$ cat config.mk
export PLATFORM = sky130hd
export DESIGN_NAME = fifo_read_arbiter
export DESIGN_NICKNAME = d
export VERILOG_FILES = /design/src/rtl/fifo_arb_pkg.sv /design/src/rtl/fifo_read_arbiter_rr_pick.sv /design/src/rtl/fifo_read_arbiter.sv
export SDC_FILE = /design/constraint.sdc
export NUM_CORES = 1
export LEC_CHECK = 0
export BUFFER_PORTS_ARGS = -buffer_cell sky130_fd_sc_hd__buf_4
export CAP_MARGIN = 20
export CORE_ASPECT_RATIO = 1.75
export CORE_UTILIZATION = 39
export CTS_CLUSTER_DIAMETER = 30
export DETAILED_ROUTE_END_ITERATION = 6
export PLACE_DENSITY = 0.68
export SKIP_CTS_REPAIR_TIMING = 1
export SLEW_MARGIN = 20
export SYNTH_ARGS = -nofsm -noshare
export SYNTH_HDL_FRONTEND = slang
export SYNTH_SLANG_ARGS = --single-unit
$ cat constraint.sdc
create_clock -name r_clk -period 4.8 [get_ports r_clk]
set_clock_uncertainty 0.15 [all_clocks]
set_input_delay 0.24 -clock r_clk [delete_from_list [all_inputs] [get_ports r_clk]]
set_output_delay 0.24 -clock r_clk [all_outputs]
set_load 0.005 [all_outputs]
$ cat src/rtl/fifo_arb_pkg.sv
// rtl/fifo_arb_pkg.sv - shared types and helpers for the FIFO read-side arbiter
//
// Purpose : FSM state encoding, beat counter width and the round-robin
//           successor function used by fifo_read_arbiter and rr_pick.
// Ports   : none (package).

package fifo_arb_pkg;

  // Arbiter FSM: IDLE picks a winner, BURST pops on its behalf.
  typedef enum logic [0:0] {
    ST_IDLE  = 1'b0,
    ST_BURST = 1'b1
  } arb_state_e;

  // Beat counter width; holds up to BURST_LEN-1 for BURST_LEN <= 15.
  localparam int unsigned BEAT_W = 4;

  // Cyclic successor of idx in the range 0..n-1.
  function automatic int unsigned rr_next(input int unsigned idx, input int unsigned n);
    return (idx + 1 >= n) ? 0 : idx + 1;
  endfunction

endpackage

$ cat src/rtl/fifo_read_arbiter_rr_pick.sv
// rtl/fifo_read_arbiter_rr_pick.sv - combinational cyclic priority picker
//
// Purpose : Finds the first asserted request at or after rr_ptr, wrapping
//           from NUM_REQ-1 back to 0.
// Ports   : req       in  NUM_REQ  request vector
//           rr_ptr    in  ID_W     index with highest priority
//           win_oh    out NUM_REQ  one-hot winner (zero when no request)
//           win_idx   out ID_W     index of the winner (zero when none)
//           win_valid out 1        at least one request is asserted

module rr_pick
  import fifo_arb_pkg::*;
#(
  parameter int NUM_REQ = 4,
  parameter int ID_W    = $clog2(NUM_REQ)
) (
  input  logic [NUM_REQ-1:0] req,
  input  logic [ID_W-1:0]    rr_ptr,
  output logic [NUM_REQ-1:0] win_oh,
  output logic [ID_W-1:0]    win_idx,
  output logic               win_valid
);

  logic [ID_W-1:0] scan_idx;

  // Walk NUM_REQ positions starting at rr_ptr; the first hit wins and
  // later hits are ignored through win_valid.
  always_comb begin
    win_oh    = '0;
    win_idx   = '0;
    win_valid = 1'b0;
    scan_idx  = rr_ptr;
    for (int k = 0; k < NUM_REQ; k++) begin
      if (!win_valid && req[scan_idx]) begin
        win_valid        = 1'b1;
        win_idx          = scan_idx;
        win_oh[scan_idx] = 1'b1;
      end
      scan_idx = ID_W'(rr_next(32'(scan_idx), 32'(NUM_REQ)));
    end
  end

endmodule

$ cat src/rtl/fifo_read_arbiter.sv
// rtl/fifo_read_arbiter.sv - round-robin burst arbiter for the async FIFO read port
//
// Purpose : Shares one FIFO read port among NUM_REQ consumers. A winner is
//           picked in IDLE, then owns the port for up to BURST_LEN pops.
//           Every popped word is returned registered and tagged with its
//           owner's index.
// Macro   : FIFO_RD_ARB_STATS_EN adds saturating per-consumer pop counters
//           (CNT_WIDTH bits each) on stat_cnt.
// Ports   : r_clk     in  1                  read-domain clock
//           rrst_n    in  1                  async active-low reset
//           req       in  NUM_REQ            per-consumer read request
//           empty     in  1                  registered FIFO empty flag
//           r_data    in  DATA_WIDTH         FIFO data at the read address
//           r_en      out 1                  pop strobe
//           gnt       out NUM_REQ            one-hot owner, registered
//           busy      out 1                  burst in progress
//           rd_valid  out 1                  rd_data/rd_id hold a popped word
//           rd_data   out DATA_WIDTH         popped word
//           rd_id     out clog2(NUM_REQ)     owner of rd_data
//           stat_cnt  out NUM_REQ*CNT_WIDTH  pop counts, consumer 0 in LSBs
//                                            (stats build only)

module fifo_read_arbiter
  import fifo_arb_pkg::*;
#(
  parameter int NUM_REQ    = 4,
  parameter int DATA_WIDTH = 8,
  parameter int BURST_LEN  = 4
`ifdef FIFO_RD_ARB_STATS_EN
  ,
  parameter int CNT_WIDTH  = 16
`endif
) (
  input  logic                       r_clk,
  input  logic                       rrst_n,
  input  logic [NUM_REQ-1:0]         req,
  input  logic                       empty,
  input  logic [DATA_WIDTH-1:0]      r_data,
  output logic                       r_en,
  output logic [NUM_REQ-1:0]         gnt,
  output logic                       busy,
  output logic                       rd_valid,
  output logic [DATA_WIDTH-1:0]      rd_data,
  output logic [$clog2(NUM_REQ)-1:0] rd_id
`ifdef FIFO_RD_ARB_STATS_EN
  ,
  output logic [NUM_REQ*CNT_WIDTH-1:0] stat_cnt
`endif
);

  localparam int ID_W = $clog2(NUM_REQ);

  arb_state_e        state_q, state_d;
  logic [ID_W-1:0]   owner_q, owner_d;
  logic [ID_W-1:0]   rr_ptr_q, rr_ptr_d;
  logic [BEAT_W-1:0] beat_q, beat_d;
  logic [NUM_REQ-1:0] gnt_q, gnt_d;

  logic                  rd_valid_q;
  logic [DATA_WIDTH-1:0] rd_data_q;
  logic [ID_W-1:0]       rd_id_q;

  logic [NUM_REQ-1:0] win_oh;
  logic [ID_W-1:0]    win_idx;
  logic               win_valid;

  logic pop;
  logic owner_req;
  logic last_beat;

  rr_pick #(
    .NUM_REQ (NUM_REQ),
    .ID_W    (ID_W)
  ) u_rr_pick (
    .req       (req),
    .rr_ptr    (rr_ptr_q),
    .win_oh    (win_oh),
    .win_idx   (win_idx),
    .win_valid (win_valid)
  );

  assign owner_req = req[owner_q];
  assign last_beat = (beat_q == BEAT_W'(BURST_LEN - 1));

  always_comb begin
    state_d  = state_q;
    owner_d  = owner_q;
    rr_ptr_d = rr_ptr_q;
    beat_d   = beat_q;
    gnt_d    = gnt_q;
    pop      = 1'b0;
    unique case (state_q)
      ST_IDLE: begin
        gnt_d = '0;
        if (win_valid && !empty) begin
          gnt_d   = win_oh;
          owner_d = win_idx;
          beat_d  = '0;
          state_d = ST_BURST;
        end
      end
      ST_BURST: begin
        // Only registered state and the registered empty flag feed r_en,
        // so the pop strobe has no path through the picker.
        pop = owner_req & ~empty;
        if (pop) begin
          beat_d = beat_q + BEAT_W'(1);
        end
        // Burst ends on its last pop, on request withdrawal, or when the
        // FIFO runs dry; the next search starts just past the owner.
        if ((pop && last_beat) || !owner_req || empty) begin
          state_d  = ST_IDLE;
          gnt_d    = '0;
          beat_d   = '0;
          rr_ptr_d = ID_W'(rr_next(32'(owner_q), 32'(NUM_REQ)));
        end
      end
      default: begin
        state_d = ST_IDLE;
        gnt_d   = '0;
      end
    endcase
  end

  always_ff @(posedge r_clk or negedge rrst_n) begin
    if (!rrst_n) begin
      state_q  <= ST_IDLE;
      owner_q  <= '0;
      rr_ptr_q <= '0;
      beat_q   <= '0;
      gnt_q    <= '0;
    end else begin
      state_q  <= state_d;
      owner_q  <= owner_d;
      rr_ptr_q <= rr_ptr_d;
      beat_q   <= beat_d;
      gnt_q    <= gnt_d;
    end
  end

  // Read data is captured on the pop edge, so rd_valid trails r_en by
  // one cycle and rd_data holds until the next pop.
  always_ff @(posedge r_clk or negedge rrst_n) begin
    if (!rrst_n) begin
      rd_valid_q <= 1'b0;
      rd_data_q  <= '0;
      rd_id_q    <= '0;
    end else begin
      rd_valid_q <= pop;
      if (pop) begin
        rd_data_q <= r_data;
        rd_id_q   <= owner_q;
      end
    end
  end

  assign r_en     = pop;
  assign gnt      = gnt_q;
  assign busy     = (state_q == ST_BURST);
  assign rd_valid = rd_valid_q;
  assign rd_data  = rd_data_q;
  assign rd_id    = rd_id_q;

`ifdef FIFO_RD_ARB_STATS_EN
  for (genvar i = 0; i < NUM_REQ; i++) begin : g_stat
    logic [CNT_WIDTH-1:0] cnt_q;

    // Saturating: an all-ones counter stops rather than wrapping to zero.
    always_ff @(posedge r_clk or negedge rrst_n) begin
      if (!rrst_n) begin
        cnt_q <= '0;
      end else if (pop && (owner_q == ID_W'(i)) && (cnt_q != '1)) begin
        cnt_q <= cnt_q + CNT_WIDTH'(1);
      end
    end

    assign stat_cnt[i*CNT_WIDTH +: CNT_WIDTH] = cnt_q;
  end
`endif

endmodule
==> summary.txt <==
Drt
  • Routed wire per std cell: 16.3 µm
  • Post-DR vias/cell: 5.84
  • ANT nets after route: 0
  • DRC violations left: 0
  • Final WL: 4.12 mm
  • DR pass1 iterations: 4
  • Routed via count: 1,477
  • DRT iter0 DRCs: 24

Clock tree
  • Clock sink count: 24
  • H-tree levels: 1
  • Clock Path Buffers: 2
  • Clk_lat worst skew: 0.27 ns
  • Root buf cell: clkbuf_8
  • CTS tree: done
  • Reg clk slew, reported paths: 0.08 ns
  • Total CTS buffers: 3

Timing
  • Final setup viols: 0
  • Period Utilization, post-route: 64.0%
  • Final Hold Violating Endpoints: 0
  • Worst-Margin Slew: 0.613 ns
  • Max frequency: 325 MHz
  • Max_slew headroom: 58.9%
  • Min Hold Slack: 0.00457 ns
  • Pins Over Slew Limit: 0
  • Post-route minimum period: 3.07 ns
  • RSZ-0062 raised after global routing: false
  • Setup TNS: 0 ns

Global routing
  • First-pass GRT wire length: 6.76 mm
  • Grt ovf: 0
  • Initial antenna violation count: 0
  • Vias in the first global route: 1,412
  • Total GRT Usage: 19.0%
  • Largest net degree at the start of global routing: 30

Critical path
  • Worst Path Required: 4.82 ns
  • Kind of critical path: register to register
  • CP endpoint kind: register
  • Startpoint Class: register
  • Crit-path max FO: 16
  • Data arrival time of the worst path: 3.09 ns

Run
  • Maxcap violations: 0

Place
  • Placer Congestion: 0.822
  • Detailed Place HPWL: 3.05 mm
  • Placed cells: 248
  • Dpl cell area: 1980 µm²
  • PortBufs: 31

Final layout
  • Fraction of layout instances using a drive strength above 1: 29.4%
  • Most common cell after layout, fill and taps aside: nand2_1
  • ANT cells: 0
  • Nets: 229
  • Design Area, Final: 2040 µm²
  • Most frequent cells in the layout: 34 x nand2_1, 32 x buf_4, 24 x dfrtp_1, 9 x ha_1, 7 x nand3b_1
  • Area growth syn-to-layout: 17.9%
  • Final cell count without fillers: 253

Power and ir drop
  • VDD IR max: 0.299 mV
  • Leakage: 0.945 nW
  • Pwr Density: 618 nW/µm²

Floorplanning
  • # IOs: 32
  • Die Ht: 90.2 µm
  • Core Rows: 31
  • Die W: 52.4 µm
  • Core area: 4190 µm²
  • Initial Util: 41.3%
  • Die area: 4720 µm²

Worst hold path
  • Hold Crit Class: input pin to register

Synthesis
  • Syn Area/Cell: 9.84 µm²
  • Yosys Warn Count: 0
  • #FFs+latches synth: 24
  • EDFF count, synth: 0
  • Synth Flop Type: dfrtp_1
  • Synth cell types: 58
  • Mapped Area: 1730 µm²
  • Post-synthesis cell count: 176
  • Syn_nets: 200
  • Sequential area share after synthesis: 34.7%
  • Async S/R FF share, synth: 100%

Status
  • Status: finished, final reports clean
==> through the flow <==
stage | utilization (%) | total power, mW | worst slack, ns
2_1_floorplan | - | 0.910 | 2.04
3_3_place_gp | 47.2 | 1.11 | 1.80
3_5_place_dp | 47.2 | 1.13 | 1.76
4_1_cts | 48.5 | 1.27 | 1.73
5_1_grt | 48.7 | 1.37 | 1.53
6_report | 48.7 | 1.26 | 1.73
==> path summary, 6_finish.rpt <==
| check | start | end | slack, ns | depth (start not counted) |
|---|---|---|---|---|
| worst max-delay path | rr_ptr_q[1] | beat_q[3] | 1.73 | 7 |
| worst min-delay path | r_data[3] | rd_data[3] | 0.005 | 3 |
| worst max register to register | rr_ptr_q[1] | beat_q[3] | 1.73 | 7 |
| worst min register to register | rd_data[1] | rd_data[1] | 0.33 | 2 |
| max in group asynchronous | rrst_n | rd_data[6] | 4.02 | 2 |
| min in group asynchronous | rrst_n | rd_data[1] | 0.25 | 2 |
==> cell usage after synthesis, drive strengths merged, types with 4 or more instances <==
| cell | instances | area, µm² |
|---|---|---|
| mux2 | 6 | 67.6 |
| nor2 | 6 | 22.5 |
| nand2 | 34 | 128 |
| buf | 8 | 52.6 |
| ha | 9 | 113 |
| a31oi | 6 | 52.6 |
| a32oi | 4 | 35.0 |
| o21ai | 7 | 38.8 |
| nand3b | 7 | 52.6 |
| dfrtp | 24 | 601 |
| inv | 7 | 26.3 |
==> registers in the layout, indices dropped and copies added (netlist names) <==
register	count
beat_q	4
busy	1
gnt	4
owner_q	2
rd_data	8
rd_id	2
rd_valid	1
rr_ptr_q	2
==> worst max-delay path, cell delays in order (launching register included) <==
cell and delay (ns):
dfrtp_1 0.65, inv_1 0.25, ha_1 0.53, or3_4 0.49, a31oi_4 0.23, o22ai_1 0.13
o21ba_2 0.25, a211o_1 0.29
==> where the power goes <==
group	leakage, nW	internal (mW)	switching (mW)
Sequential	0.310	0.280	0.0730
Combinational	0.605	0.348	0.422
Clock	0.0288	0.0734	0.0659
Total	0.945	0.701	0.561
==> cell families after synthesis <==
logic type               after synthesis  synth area share, %
flip-flops                            24                 34.7
adder cells (fa/ha/maj)                9                 6.50
buffers and inverters                 16                 4.77
AO/OA/AOI/OAI                         48                 23.8
AND/OR/NAND/NOR                       68                 21.0
multiplexers                          11                 9.18
==> layout make-up <==
cell class / instances / area [µm²]
repair buffers: 33 / 250
inverters: 7 / 26.3
multi-input cells: 136 / 1050
fillers: 419 / 2150
flip-flops and latches: 24 / 601
clock buffers: 4 / 55.1
well taps: 49 / 61.3
==> layer usage <==
layer,GRT usage [%],up-vias,wire (µm)
met4,12.3,0,187
met2,31.8,42,2190
li1,-,718,-
met5,0,-,0
met1,21.5,702,1620
met3,2.03,15,120
No activity file was read; power rests on OpenSTA's default activity.
